<file path="src/rtl/mem_arb_pkg.sv">
// mem_arb_pkg: shared types and constants for the memory arbiter.
// Optional feature macro: MEM_ARB_RR_EN (round-robin arbitration), used by
// mem_arb_pick and mem_arbiter.
package mem_arb_pkg;

    // Transaction sequencer states
    typedef enum logic [1:0] {
        ST_IDLE = 2'd0,
        ST_REQ  = 2'd1,
        ST_RESP = 2'd2
    } arb_state_e;

    // Owner encoding of the in-flight transaction
    localparam logic OWNER_IFU = 1'b0;
    localparam logic OWNER_LSU = 1'b1;

endpackage

</file>
<file path="src/rtl/mem_arb_pick.sv">
// mem_arb_pick: combinational grant logic for the memory arbiter.
// Grants are only ever raised while the sequencer is idle; they double as the
// ready outputs toward the requesters.
// Macro MEM_ARB_RR_EN: when defined, round-robin between IFU and LSU using
// last_owner; when undefined, fixed LSU-over-IFU priority (last_owner unused).
module mem_arb_pick
    import mem_arb_pkg::*;
(
    input  logic ifu_valid,
    input  logic lsu_valid,
    input  logic idle,
    input  logic last_owner,
    output logic grant_ifu,
    output logic grant_lsu
);

`ifdef MEM_ARB_RR_EN
    // On contention the requester that did not win last time is granted;
    // a lone requester is always granted.
    always_comb begin
        grant_ifu = idle & (~lsu_valid | (ifu_valid & (last_owner == OWNER_LSU)));
        grant_lsu = idle & (~ifu_valid | (lsu_valid & (last_owner == OWNER_IFU)));
    end
`else
    logic unused_last_owner;
    assign unused_last_owner = last_owner;

    // LSU always wins; IFU is held off whenever the LSU is requesting.
    always_comb begin
        grant_lsu = idle;
        grant_ifu = idle & ~lsu_valid;
    end
`endif

endmodule

</file>
<file path="src/rtl/mem_arbiter.sv">
// mem_arbiter: shares one single-port memory between the IFU and the LSU.
// Registers the granted request, runs one transaction at a time through
// IDLE -> REQ -> RESP and routes the response to its owner combinationally.
// Macro MEM_ARB_RR_EN: round-robin arbitration with a last_owner register;
// default build uses fixed LSU-over-IFU priority.
module mem_arbiter
    import mem_arb_pkg::*;
#(
    parameter int ADDR_W = 32,
    parameter int DATA_W = 32,
    parameter int MASK_W = DATA_W / 8
) (
    input  logic              clk,
    input  logic              rst,
    input  logic              ifu_req_valid,
    output logic              ifu_req_ready,
    input  logic [ADDR_W-1:0] ifu_addr,
    output logic              ifu_resp_valid,
    output logic [DATA_W-1:0] ifu_rdata,
    input  logic              lsu_req_valid,
    output logic              lsu_req_ready,
    input  logic [ADDR_W-1:0] lsu_addr,
    input  logic              lsu_wen,
    input  logic [DATA_W-1:0] lsu_wdata,
    input  logic [MASK_W-1:0] lsu_wmask,
    output logic              lsu_resp_valid,
    output logic [DATA_W-1:0] lsu_rdata,
    output logic              mem_req_valid,
    input  logic              mem_req_ready,
    output logic [ADDR_W-1:0] mem_addr,
    output logic              mem_wen,
    output logic [DATA_W-1:0] mem_wdata,
    output logic [MASK_W-1:0] mem_wmask,
    input  logic              mem_resp_valid,
    input  logic [DATA_W-1:0] mem_rdata,
    output logic              busy
);

    arb_state_e        state_q, state_d;
    logic              owner_q, owner_d;
    logic [ADDR_W-1:0] addr_q, addr_d;
    logic              wen_q, wen_d;
    logic [DATA_W-1:0] wdata_q, wdata_d;
    logic [MASK_W-1:0] wmask_q, wmask_d;

    logic idle;
    logic last_owner;
    logic grant_ifu, grant_lsu;
    logic acc_ifu, acc_lsu;
    logic resp_hit;

    assign idle = (state_q == ST_IDLE);

    mem_arb_pick u_pick (
        .ifu_valid  (ifu_req_valid),
        .lsu_valid  (lsu_req_valid),
        .idle       (idle),
        .last_owner (last_owner),
        .grant_ifu  (grant_ifu),
        .grant_lsu  (grant_lsu)
    );

    assign ifu_req_ready = grant_ifu;
    assign lsu_req_ready = grant_lsu;
    assign acc_ifu       = ifu_req_valid & grant_ifu;
    assign acc_lsu       = lsu_req_valid & grant_lsu;

`ifdef MEM_ARB_RR_EN
    logic last_owner_q, last_owner_d;

    // Remember who won the most recent accept for the next contention.
    always_comb begin
        last_owner_d = last_owner_q;
        if (acc_lsu) begin
            last_owner_d = OWNER_LSU;
        end else if (acc_ifu) begin
            last_owner_d = OWNER_IFU;
        end
    end

    // last_owner register, cleared to IFU on reset.
    always_ff @(posedge clk or posedge rst) begin
        if (rst) begin
            last_owner_q <= OWNER_IFU;
        end else begin
            last_owner_q <= last_owner_d;
        end
    end

    assign last_owner = last_owner_q;
`else
    assign last_owner = OWNER_IFU;
`endif

    // Next-state and payload capture; payload only changes on an accept.
    always_comb begin
        state_d = state_q;
        owner_d = owner_q;
        addr_d  = addr_q;
        wen_d   = wen_q;
        wdata_d = wdata_q;
        wmask_d = wmask_q;
        case (state_q)
            ST_IDLE: begin
                if (acc_lsu) begin
                    state_d = ST_REQ;
                    owner_d = OWNER_LSU;
                    addr_d  = lsu_addr;
                    wen_d   = lsu_wen;
                    wdata_d = lsu_wdata;
                    wmask_d = lsu_wen ? lsu_wmask : '0;
                end else if (acc_ifu) begin
                    state_d = ST_REQ;
                    owner_d = OWNER_IFU;
                    addr_d  = ifu_addr;
                    wen_d   = 1'b0;
                    wdata_d = '0;
                    wmask_d = '0;
                end
            end
            ST_REQ: begin
                if (mem_req_ready) begin
                    state_d = ST_RESP;
                end
            end
            ST_RESP: begin
                if (mem_resp_valid) begin
                    state_d = ST_IDLE;
                end
            end
            default: begin
                state_d = ST_IDLE;
            end
        endcase
    end

    // State and payload registers; reset aborts any transaction immediately.
    always_ff @(posedge clk or posedge rst) begin
        if (rst) begin
            state_q <= ST_IDLE;
            owner_q <= OWNER_IFU;
            addr_q  <= '0;
            wen_q   <= 1'b0;
            wdata_q <= '0;
            wmask_q <= '0;
        end else begin
            state_q <= state_d;
            owner_q <= owner_d;
            addr_q  <= addr_d;
            wen_q   <= wen_d;
            wdata_q <= wdata_d;
            wmask_q <= wmask_d;
        end
    end

    // Memory side and status outputs.
    always_comb begin
        mem_req_valid = (state_q == ST_REQ);
        mem_addr      = addr_q;
        mem_wen       = wen_q;
        mem_wdata     = wdata_q;
        mem_wmask     = wmask_q;
        busy          = ~idle;
    end

    // Route the response to its owner; memory responses outside RESP are dropped.
    always_comb begin
        resp_hit       = (state_q == ST_RESP) & mem_resp_valid;
        ifu_resp_valid = resp_hit & (owner_q == OWNER_IFU);
        lsu_resp_valid = resp_hit & (owner_q == OWNER_LSU);
        ifu_rdata      = ifu_resp_valid ? mem_rdata : '0;
        lsu_rdata      = lsu_resp_valid ? mem_rdata : '0;
    end

endmodule
</file>
<file path="config.mk">
export PLATFORM = sky130hd
export DESIGN_NAME = mem_arbiter
export DESIGN_NICKNAME = d
export VERILOG_FILES = /design/src/rtl/mem_arb_pkg.sv /design/src/rtl/mem_arb_pick.sv /design/src/rtl/mem_arbiter.sv
export SDC_FILE = /design/constraint.sdc
export NUM_CORES = 1
export LEC_CHECK = 0
export CAP_MARGIN = 20
export CORE_MARGIN = 1.5
export CORE_UTILIZATION = 34
export DETAILED_ROUTE_END_ITERATION = 10
export PLACE_DENSITY = 0.81
export SLEW_MARGIN = 30
export SYNTH_ARGS = -nofsm -noshare
export SYNTH_HDL_FRONTEND = slang
export SYNTH_HIERARCHICAL = 1
export SYNTH_SLANG_ARGS = --single-unit
</file>
<file path="constraint.sdc">
create_clock -name clk -period 2.7 [get_ports clk]
set_clock_uncertainty 0.05 [all_clocks]
set_input_delay 0.675 -clock clk [delete_from_list [all_inputs] [get_ports clk]]
set_output_delay 0.675 -clock clk [all_outputs]
set_load 0.02 [all_outputs]
</file>
==> results of run 1 <==
==> per-layer routing <==
metal  up-vias  global-route usage [%]  wire length (um)
met2       169                   37.63              6347
met1      1528                   22.36              4190
met5         -                       0                 0
met3        21                   7.477              1117
met4         0                   8.095               327
li1       1531                       -                 -
==> layout make-up <==
cell class | instances | area (um^2)
clock inverter | 7 | 77.57
inverter | 3 | 11.26
timing repair buffer | 291 | 2765
sequential | 72 | 1802
multi-input combinational | 181 | 1709
antenna | 1 | 2.502
clock buffer | 9 | 123.9
tap | 136 | 170.2
fill | 828 | 3755
==> power by group <==
group          switching (mW)  total, mW  internal [mW]
Clock                   0.438      0.873          0.435
Sequential              0.299       1.89           1.59
Combinational            1.73       3.83           2.10
==> repair_timing <==
| action | CTS | global route |
|---|---|---|
| endpoints found under the setup margin | 66 | 40 |
| resized for setup | 298 | 7 |
| gates cloned | 2 | 0 |
| hold buffers | 0 | 0 |
| buffers inserted | 3 | 0 |
==> per-stage QoR <==
stage / worst slack (ns) / instance area, um^2 / instances
floorplan: 0.1501 / 3686 / 276
global placement: -0.4057 / 6583 / 678
detailed placement: -0.4164 / 6583 / 678
CTS: -0.04238 / 6640 / 699
global route: 0.06051 / 6661 / 700
finish: 0.08535 / 6661 / 700
==> flip-flops by register name (all words and copies together), names as in the netlist <==
name / cells
mem_addr: 32
state_q: 2
mem_wmask: 4
mem_wen: 1
owner_q: 1
mem_wdata: 32
==> worst max-delay path, cell delays in order <==
cell and delay, ns:
clkdlybuf4s50_1 0.47, nor2b_4 0.13, clkdlybuf4s50_1 0.62
==> worst max-delay path by stage <==
| stage | from | end | slack [ns] | depth (start not counted) |
|---|---|---|---|---|
| finish | lsu_req_valid | ifu_req_ready | 0.09 | 3 |
| CTS | mem_resp_valid | lsu_rdata[17] | -0.04 | 5 |
| detailed placement | mem_resp_valid | lsu_rdata[17] | -0.42 | 5 |
| global placement | mem_resp_valid | lsu_rdata[17] | -0.41 | 5 |
| global route | lsu_req_valid | ifu_req_ready | 0.06 | 3 |
| floorplan | rst | mem_addr[0]$_DFFE_PP0P_ | 0.15 | 1 |
==> impl_metrics.toml, run 1 <==
[timing]
period_needed_ns = 2.615
setup_violations = 0
drv_slew = 0
hold_viol_final = 0
worstMarginPinSlew_ns = 0.8276
rsz0062_at_grt = "no"
fin_crit_sh_pct = 96.84
fmax_mhz = 382.5
whs_ns = 0.4487
slew-limit-headroom_pct = 44.70
tns_ns = 0

[synthesis]
syn_nets = 415
synth_area_um2 = 3686
syn_avg_cell_area_um2 = 13.36
yosysWarningCount = 6
postSynthCellCount = 276

[hold_path]
hold_depth = 1
min_to = "mem_wmask[1]$_DFFE_PP0P_"
hold_class = "flop to flop"
hold_start = "mem_wmask[1]$_DFFE_PP0P_"

[floorplan]
ioPinCount = 278
initial_core_util_pct = 35.39
dieArea_um2 = 11470
die_x_um = 107.1
core-area_um2 = 10420
num_rows = 37
die_h_um = 107.1

[worst_setup_path]
critPathArrivalTime_ns = 1.89
rr_worst_depth = 6
cp.required_ns = 1.98
cp-start-kind = "primary input"
crit_path_end_kind = "output port"
rrSetupSlack_ns = 0.81
path_class = "primary input to output port"
r2r_end = "mem_addr[31]$_DFFE_PP0P_"
cp_max_fo = 2
r2r-start = "state_q[0]$_DFFE_PP0P_"

[finish]
final_common_cell = "clkdlybuf4s50_1"
mostFrequentLayoutCells = "210 x clkdlybuf4s50_1, 72 x dfrtp_1, 62 x and2_1"
syn_to_final_growth_pct = 80.72
fin_nets = 697
utilization_pct = 63.95
final_layout_size_suffix_gt1_share_pct = 30.20

[cts]
cts_sinks = 72
clk_pin_slew_ns = 0.08
h-tree-depth = 3
ctsRootBufferMaster = "clkbuf_8"
cts_made_buffers = 9
clock_latency_ns = 0.34
cts_tree = "built"
clock_path_buffers = 2

[run_status]
outcome = "completed"

[placed_design]
port_buffers = 277
dp_hpwl_um = 9135
gp_congestion = 0.8681

[global_routing]
grt_start_max_net_pins = 44
grt_pass1_wl_um = 18480
grtUsageTotal_pct = 20.98
gr-total-overflow = 0
antenna_found_initial = 1
grt_pass1_vias = 3495

[detailed_routing]
drt_iter0_drc = 177
vias = 3249
drc = 0
first_pass_iters = 4
wl_per_cell_um = 17.12
wl_um = 11980
antenna_left = 0
viasPerCell = 4.641

[power]
power_density_nw_per_um2 = 989.8
p_total_mw = 6.594
vdd_drop_max_uv = 517.5
p_leak_nw = 3.055

[run]
cap_violations = 0
(Power assumes the default switching activity.)
==> inputs of run 2 (changes only) <==
--- a/config.mk
+++ b/config.mk
@@ -15,3 +15,4 @@
 export SYNTH_HDL_FRONTEND = slang
 export SYNTH_HIERARCHICAL = 1
 export SYNTH_SLANG_ARGS = --single-unit
+export TNS_END_PERCENT = 50
==> run 2 against run 1 <==
  * Combinational power about the same
  * Die area stayed put
  * Non-clock buffer count shrank 1
  * Setup slack hardly changed
  * Final area is 1.0% lower
  * Worst hold slack is essentially flat
  * Via count is 0.28% lower
  * Clock power about the same
  * Critical path depth unchanged
  * Power fell by 0.43%
  * Final cell count fell by 0.14%
  * Register-to-register slack about the same
  * Critical path type unchanged
  * Highest routed layer unchanged
==> impl_metrics.toml, run 2 (synthesis gave the netlist of run 1 again) <==
[worst_setup_path]
cp_max_fo = 2
cp.required_ns = 1.98
slowest_delay_ns = 0.62
cp-start-kind = "primary input"
critPathSlowestCell = "clkdlybuf4s50_1"
path_class = "primary input to output port"
crit_top_cell = "clkdlybuf4s50_1"
crit_path_end_kind = "output port"
worstPathCellList = "clkdlybuf4s50_1 > nor2b_4 > clkdlybuf4s50_1"
critPathArrivalTime_ns = 1.89

[global_routing]
antenna_found_initial = 1
grtUsageTotal_pct = 20.73
grt_pass1_wl_um = 18260
grt_busiest_layer = "met2"
grt_pass1_vias = 3471
grt_start_max_net_pins = 44
grt_use_met2_pct = 36.81
grt_use_met1_pct = 22.28
gr-total-overflow = 0
met3_usage_pct = 7.538

[detailed_routing]
antenna_left = 0
first_pass_iters = 4
drt_iter0_drc = 198
vias = 3240
drc = 0
wl_per_cell_um = 16.99
wl_um = 11880
viasPerCell = 4.635

[timing]
fin_crit_sh_pct = 96.83
hold_viol_final = 0
slew-limit-headroom_pct = 43.97
worstMarginPinSlew_ns = 0.8385
setup_violations = 0
drv_slew = 0
rsz0062_at_grt = "no"
fmax_mhz = 382.5
period_needed_ns = 2.615

[placed_design]
gp_congestion = 0.8681
port_buffers = 277
place_inst = 678
dp_hpwl_um = 9135

[finish]
utilization_pct = 63.29
syn_to_final_growth_pct = 78.85
final_layout_size_suffix_gt1_share_pct = 29.54
fin_nets = 696
multi_input_area_um2 = 1705
fillCellCount = 838
mostFrequentLayoutCells = "210 x clkdlybuf4s50_1, 72 x dfrtp_1, 63 x and2_1"
final_cells = 699
final_common_cell = "clkdlybuf4s50_1"
layout.area.seq_um2 = 1802

[cts]
clock_latency_ns = 0.34
cts_tree = "built"
cts_sinks = 72
cts_hold_buf = 0
clk_pin_slew_ns = 0.08
h-tree-depth = 3
clock_path_buffers = 2
ctsRootBufferMaster = "clkbuf_8"
cts_made_buffers = 9

[floorplan]
dieArea_um2 = 11470
ioPinCount = 278
die_x_um = 107.1
num_rows = 37
die_h_um = 107.1
initial_core_util_pct = 35.39
core-area_um2 = 10420

[power]
power_density_nw_per_um2 = 995.8
p_leak_nw = 3.046
p_total_mw = 6.565
vdd_drop_max_uv = 517.3

[run]
cap_violations = 0

[run_status]
outcome = "completed"

[hold_path]
hold_class = "flop to flop"
==> run 2: cell types whose count changed in the layout (fill, tap and decap cells not counted) <==
cell and delta:
and2_1 +1, dlygate4sd2_1 +1, buf_2 +14, buf_4 -14, buf_16 -1, buf_6 -1
and4b_1 +1, and4b_2 -1, and2_4 -1
==> run 2: path summary, 6_finish.rpt <==
check                                               from                       end  slack [ns]  cells past startpoint
min in group asynchronous                            rst  mem_addr[21]$_DFFE_PP0P_        0.66                      2
worst max-delay path                       lsu_req_valid             ifu_req_ready        0.09                      3
worst max register to register    state_q[0]$_DFFE_PP0P_  mem_addr[31]$_DFFE_PP0P_        0.81                      6
max in group asynchronous                            rst    state_q[0]$_DFFE_PP0P_        1.32                      3
worst min register to register  mem_wmask[1]$_DFFE_PP0P_  mem_wmask[1]$_DFFE_PP0P_        0.45                      1
worst min-delay path            mem_wmask[1]$_DFFE_PP0P_  mem_wmask[1]$_DFFE_PP0P_        0.45                      1
==> run 2: per-stage QoR <==
step	hold slack (ns)	area [um^2]	setup TNS (ns)	setup slack (ns)
after floorplan	0.4607	3686	0	0.1501
after global placement	0.4295	6583	-22.11	-0.4057
after detailed placement	0.4339	6583	-23.31	-0.4164
after CTS	0.4540	6583	-0.1557	-0.1470
after global routing	0.4750	6593	0	0.06051
final	0.4487	6593	0	0.08548
==> run 2: cell type report <==
cell class	count	share of cell area [%]
timing repair buffer	290	40.96
clock inverter	7	1.177
inverter	3	0.1708
antenna	1	0.03796
tap	136	2.581
clock buffer	9	1.879
multi-input combinational	181	25.87
sequential	72	27.33
==> run 2: where the power goes <==
part | switching (mW) | internal [mW] | total (mW)
sequential | 0.299 | 1.59 | 1.89
clock | 0.439 | 0.435 | 0.873
combinational | 1.73 | 2.08 | 3.80
==> run 2: repair_timing <==
| item | 4_1_cts | 5_1_grt |
|---|---|---|
| setup buffers | 3 | 0 |
| resized for setup | 276 | 7 |
| endpoints found under the setup margin | 66 | 34 |
| gates cloned | 1 | 0 |
==> run 2: per-layer routing <==
layer	routed length (um)	share of wire, %
met1	4165	35
met2	6237	53
met3	1145	9.6
met5	0	0
met4	327	2.8
==> run 2: worst max-delay path, delay by kind of cell <==
family | cells | cell delay (ns)
AND/OR/NAND/NOR | 1 | 0.13
buffers and inverters | 2 | 1.09
==> inputs of run 3 (changes only) <==
--- a/config.mk
+++ b/config.mk
@@ -5,11 +5,12 @@
 export SDC_FILE = /design/constraint.sdc
 export NUM_CORES = 1
 export LEC_CHECK = 0
+export ABC_AREA = 1
 export CAP_MARGIN = 20
 export CORE_MARGIN = 1.5
-export CORE_UTILIZATION = 34
+export CORE_UTILIZATION = 35
 export DETAILED_ROUTE_END_ITERATION = 10
-export PLACE_DENSITY = 0.81
+export PLACE_DENSITY = 0.82
 export SLEW_MARGIN = 30
 export SYNTH_ARGS = -nofsm -noshare
 export SYNTH_HDL_FRONTEND = slang
==> run 3 against run 2 <==
  * Final cell count grew 33%
  * Non-clock buffer count shrank 6
  * Critical endpoint is now ifu_resp_valid
  * Routed wire length grew 14%
  * First-iteration DRC count grew 37%
==> impl_metrics.toml, run 3 <==
[detailed_routing]
viasPerCell = 4.705
met3WireLength_um = 1055
route.top_layer_used = "met4"
wl_um = 13490
drc = 0
wl_met2_um = 7049
wl_per_cell_um = 14.52
antenna_left = 0
vias = 4371
drt_iter0_drc = 271
met1Wirelength_um = 4756
first_pass_iters = 6

[timing]
drv_slew = 0
setup_violations = 0
fmax_mhz = 371.2
worstMarginPinSlew_ns = 0.6826
fin_crit_sh_pct = 99.78
slew-limit-headroom_pct = 54.49
period_needed_ns = 2.694
fin_ws_ns = 0.005859
hold_viol_final = 0

[placed_design]
dp_slack_ns = -0.4420
place_inst = 913
placed_cell_area_um2 = 6593
port_buffers = 277
gp_congestion = 0.7660
dp_hpwl_um = 9934

[hold_path]
hold_class = "flop to flop"

[finish]
syn_to_final_growth_pct = 70.93
fin_nets = 928
final_layout_size_suffix_gt1_share_pct = 12.36
num_antenna_cells = 0
final_common_cell = "nand2_1"
fin_area_um2 = 6534
final_cells = 929
mostFrequentLayoutCells = "237 x nand2_1, 211 x clkdlybuf4s50_1, 72 x dfrtp_1"

[cts]
ctsRootBufferMaster = "clkbuf_8"
cts_sinks = 72
h-tree-depth = 3
clk_pin_slew_ns = 0.07
cts_made_buffers = 9
clock_path_buffers = 2
cts_tree = "built"
clock_latency_ns = 0.35

[synthesis]
synth_area_um2 = 3822
syn_nets = 667
syn_avg_cell_area_um2 = 7.239
yosysWarningCount = 6
postSynthCellCount = 528

[global_routing]
grt_pass1_wl_um = 20150
grt_pass1_vias = 4250
grtUsageTotal_pct = 22.44
grt_start_max_net_pins = 73
gr-total-overflow = 0
antenna_found_initial = 0

[floorplan]
die_x_um = 107.5
die_h_um = 107.5
dieArea_um2 = 11560
core-area_um2 = 10460
ioPinCount = 278
initial_core_util_pct = 36.53
num_rows = 37

[worst_setup_path]
cp-startpoint = "mem_resp_valid"
critPathBufInv = 3
critPathSlowestCell = "clkdlybuf4s50_1"
path_class = "primary input to output port"
worstPathCellList = "clkdlybuf4s50_1 > nand3_1 > nor2_4 > buf_4 > dlygate4sd2_1"
cp-endpoint = "ifu_resp_valid"
cp-start-kind = "primary input"
rr_worst_depth = 9
rrSetupSlack_ns = 0.31
path_delay_family = "buffers and inverters"
r2r-start = "state_q[1]$_DFFE_PP0P_"
crit_cells = 5
r2r_end = "mem_wdata[11]$_DFFE_PP0P_"
critPathArrivalTime_ns = 1.97
cp_max_fo = 3
crit_path_end_kind = "output port"
slowest_delay_ns = 0.51
cp.required_ns = 1.98

[run_status]
outcome = "completed"

[power]
p_total_mw = 6.471
power_density_nw_per_um2 = 990.5
p_leak_nw = 3.484
vdd_drop_max_uv = 593.6

[run]
cap_violations = 0
==> run 3: per-stage QoR <==
step	hold slack (ns)	TNS [ns]	util, %
2_1_floorplan	0.4021	0	-
3_3_place_gp	0.4028	-19.71	63.01
3_5_place_dp	0.4078	-22.58	63.01
4_1_cts	0.4268	-0.1173	65.64
5_1_grt	0.4377	-0.05398	62.45
6_report	0.4208	0	62.45
==> run 3: layout make-up <==
type,count,area (um^2)
Fill cell,953,3929
Sequential cell,72,1802
Clock inverter,6,108.9
Clock buffer,9,123.9
Tap cell,136,170.2
Multi-Input combinational cell,383,1619
Inverter,39,156.4
Timing Repair Buffer,284,2554
==> run 3: how the worst min path moves through the flow <==
| stage | from | end | slack [ns] | cells past startpoint |
|---|---|---|---|---|
| floorplan | state_q[0]$_DFFE_PP0P_ | state_q[1]$_DFFE_PP0P_ | 0.40 | 1 |
| global placement | mem_wen$_DFFE_PP0P_ | mem_wen$_DFFE_PP0P_ | 0.40 | 2 |
| detailed placement | mem_wdata[18]$_DFFE_PP0P_ | mem_wdata[18]$_DFFE_PP0P_ | 0.41 | 2 |
| CTS | mem_wdata[9]$_DFFE_PP0P_ | mem_wdata[9]$_DFFE_PP0P_ | 0.43 | 2 |
| global route | mem_wdata[26]$_DFFE_PP0P_ | mem_wdata[26]$_DFFE_PP0P_ | 0.44 | 2 |
| finish | mem_wdata[31]$_DFFE_PP0P_ | mem_wdata[31]$_DFFE_PP0P_ | 0.42 | 2 |
==> run 3: metal layers <==
layer | GRT usage (%) | vias to the layer above
li1 | - | 2122
met1 | 22.39 | 2006
met2 | 41.72 | 199
met3 | 5.206 | 44
met4 | 13.91 | 0
met5 | 0 | -
==> run 3: worst register-to-register path: stages (launching register included) <==
cell	delay, ns
dfrtp_1	0.43
inv_2	0.13
nand2_8	0.09
inv_6	0.10
buf_4	0.55
nand2_8	0.20
nand2_4	0.16
nand2_8	0.25
nand2_1	0.25
nand2_1	0.08
==> run 3: timing repair <==
item / 4_1_cts / 5_1_grt
setup buffers: 0 / 1
resized for setup: 165 / 67
endpoints found under the setup margin: 66 / 62
hold buffers: 0 / 0
==> run 3: report_power, final <==
part           internal, mW  switching, mW
clock network         0.607          0.407
logic                  1.49           2.14
registers              1.56          0.266
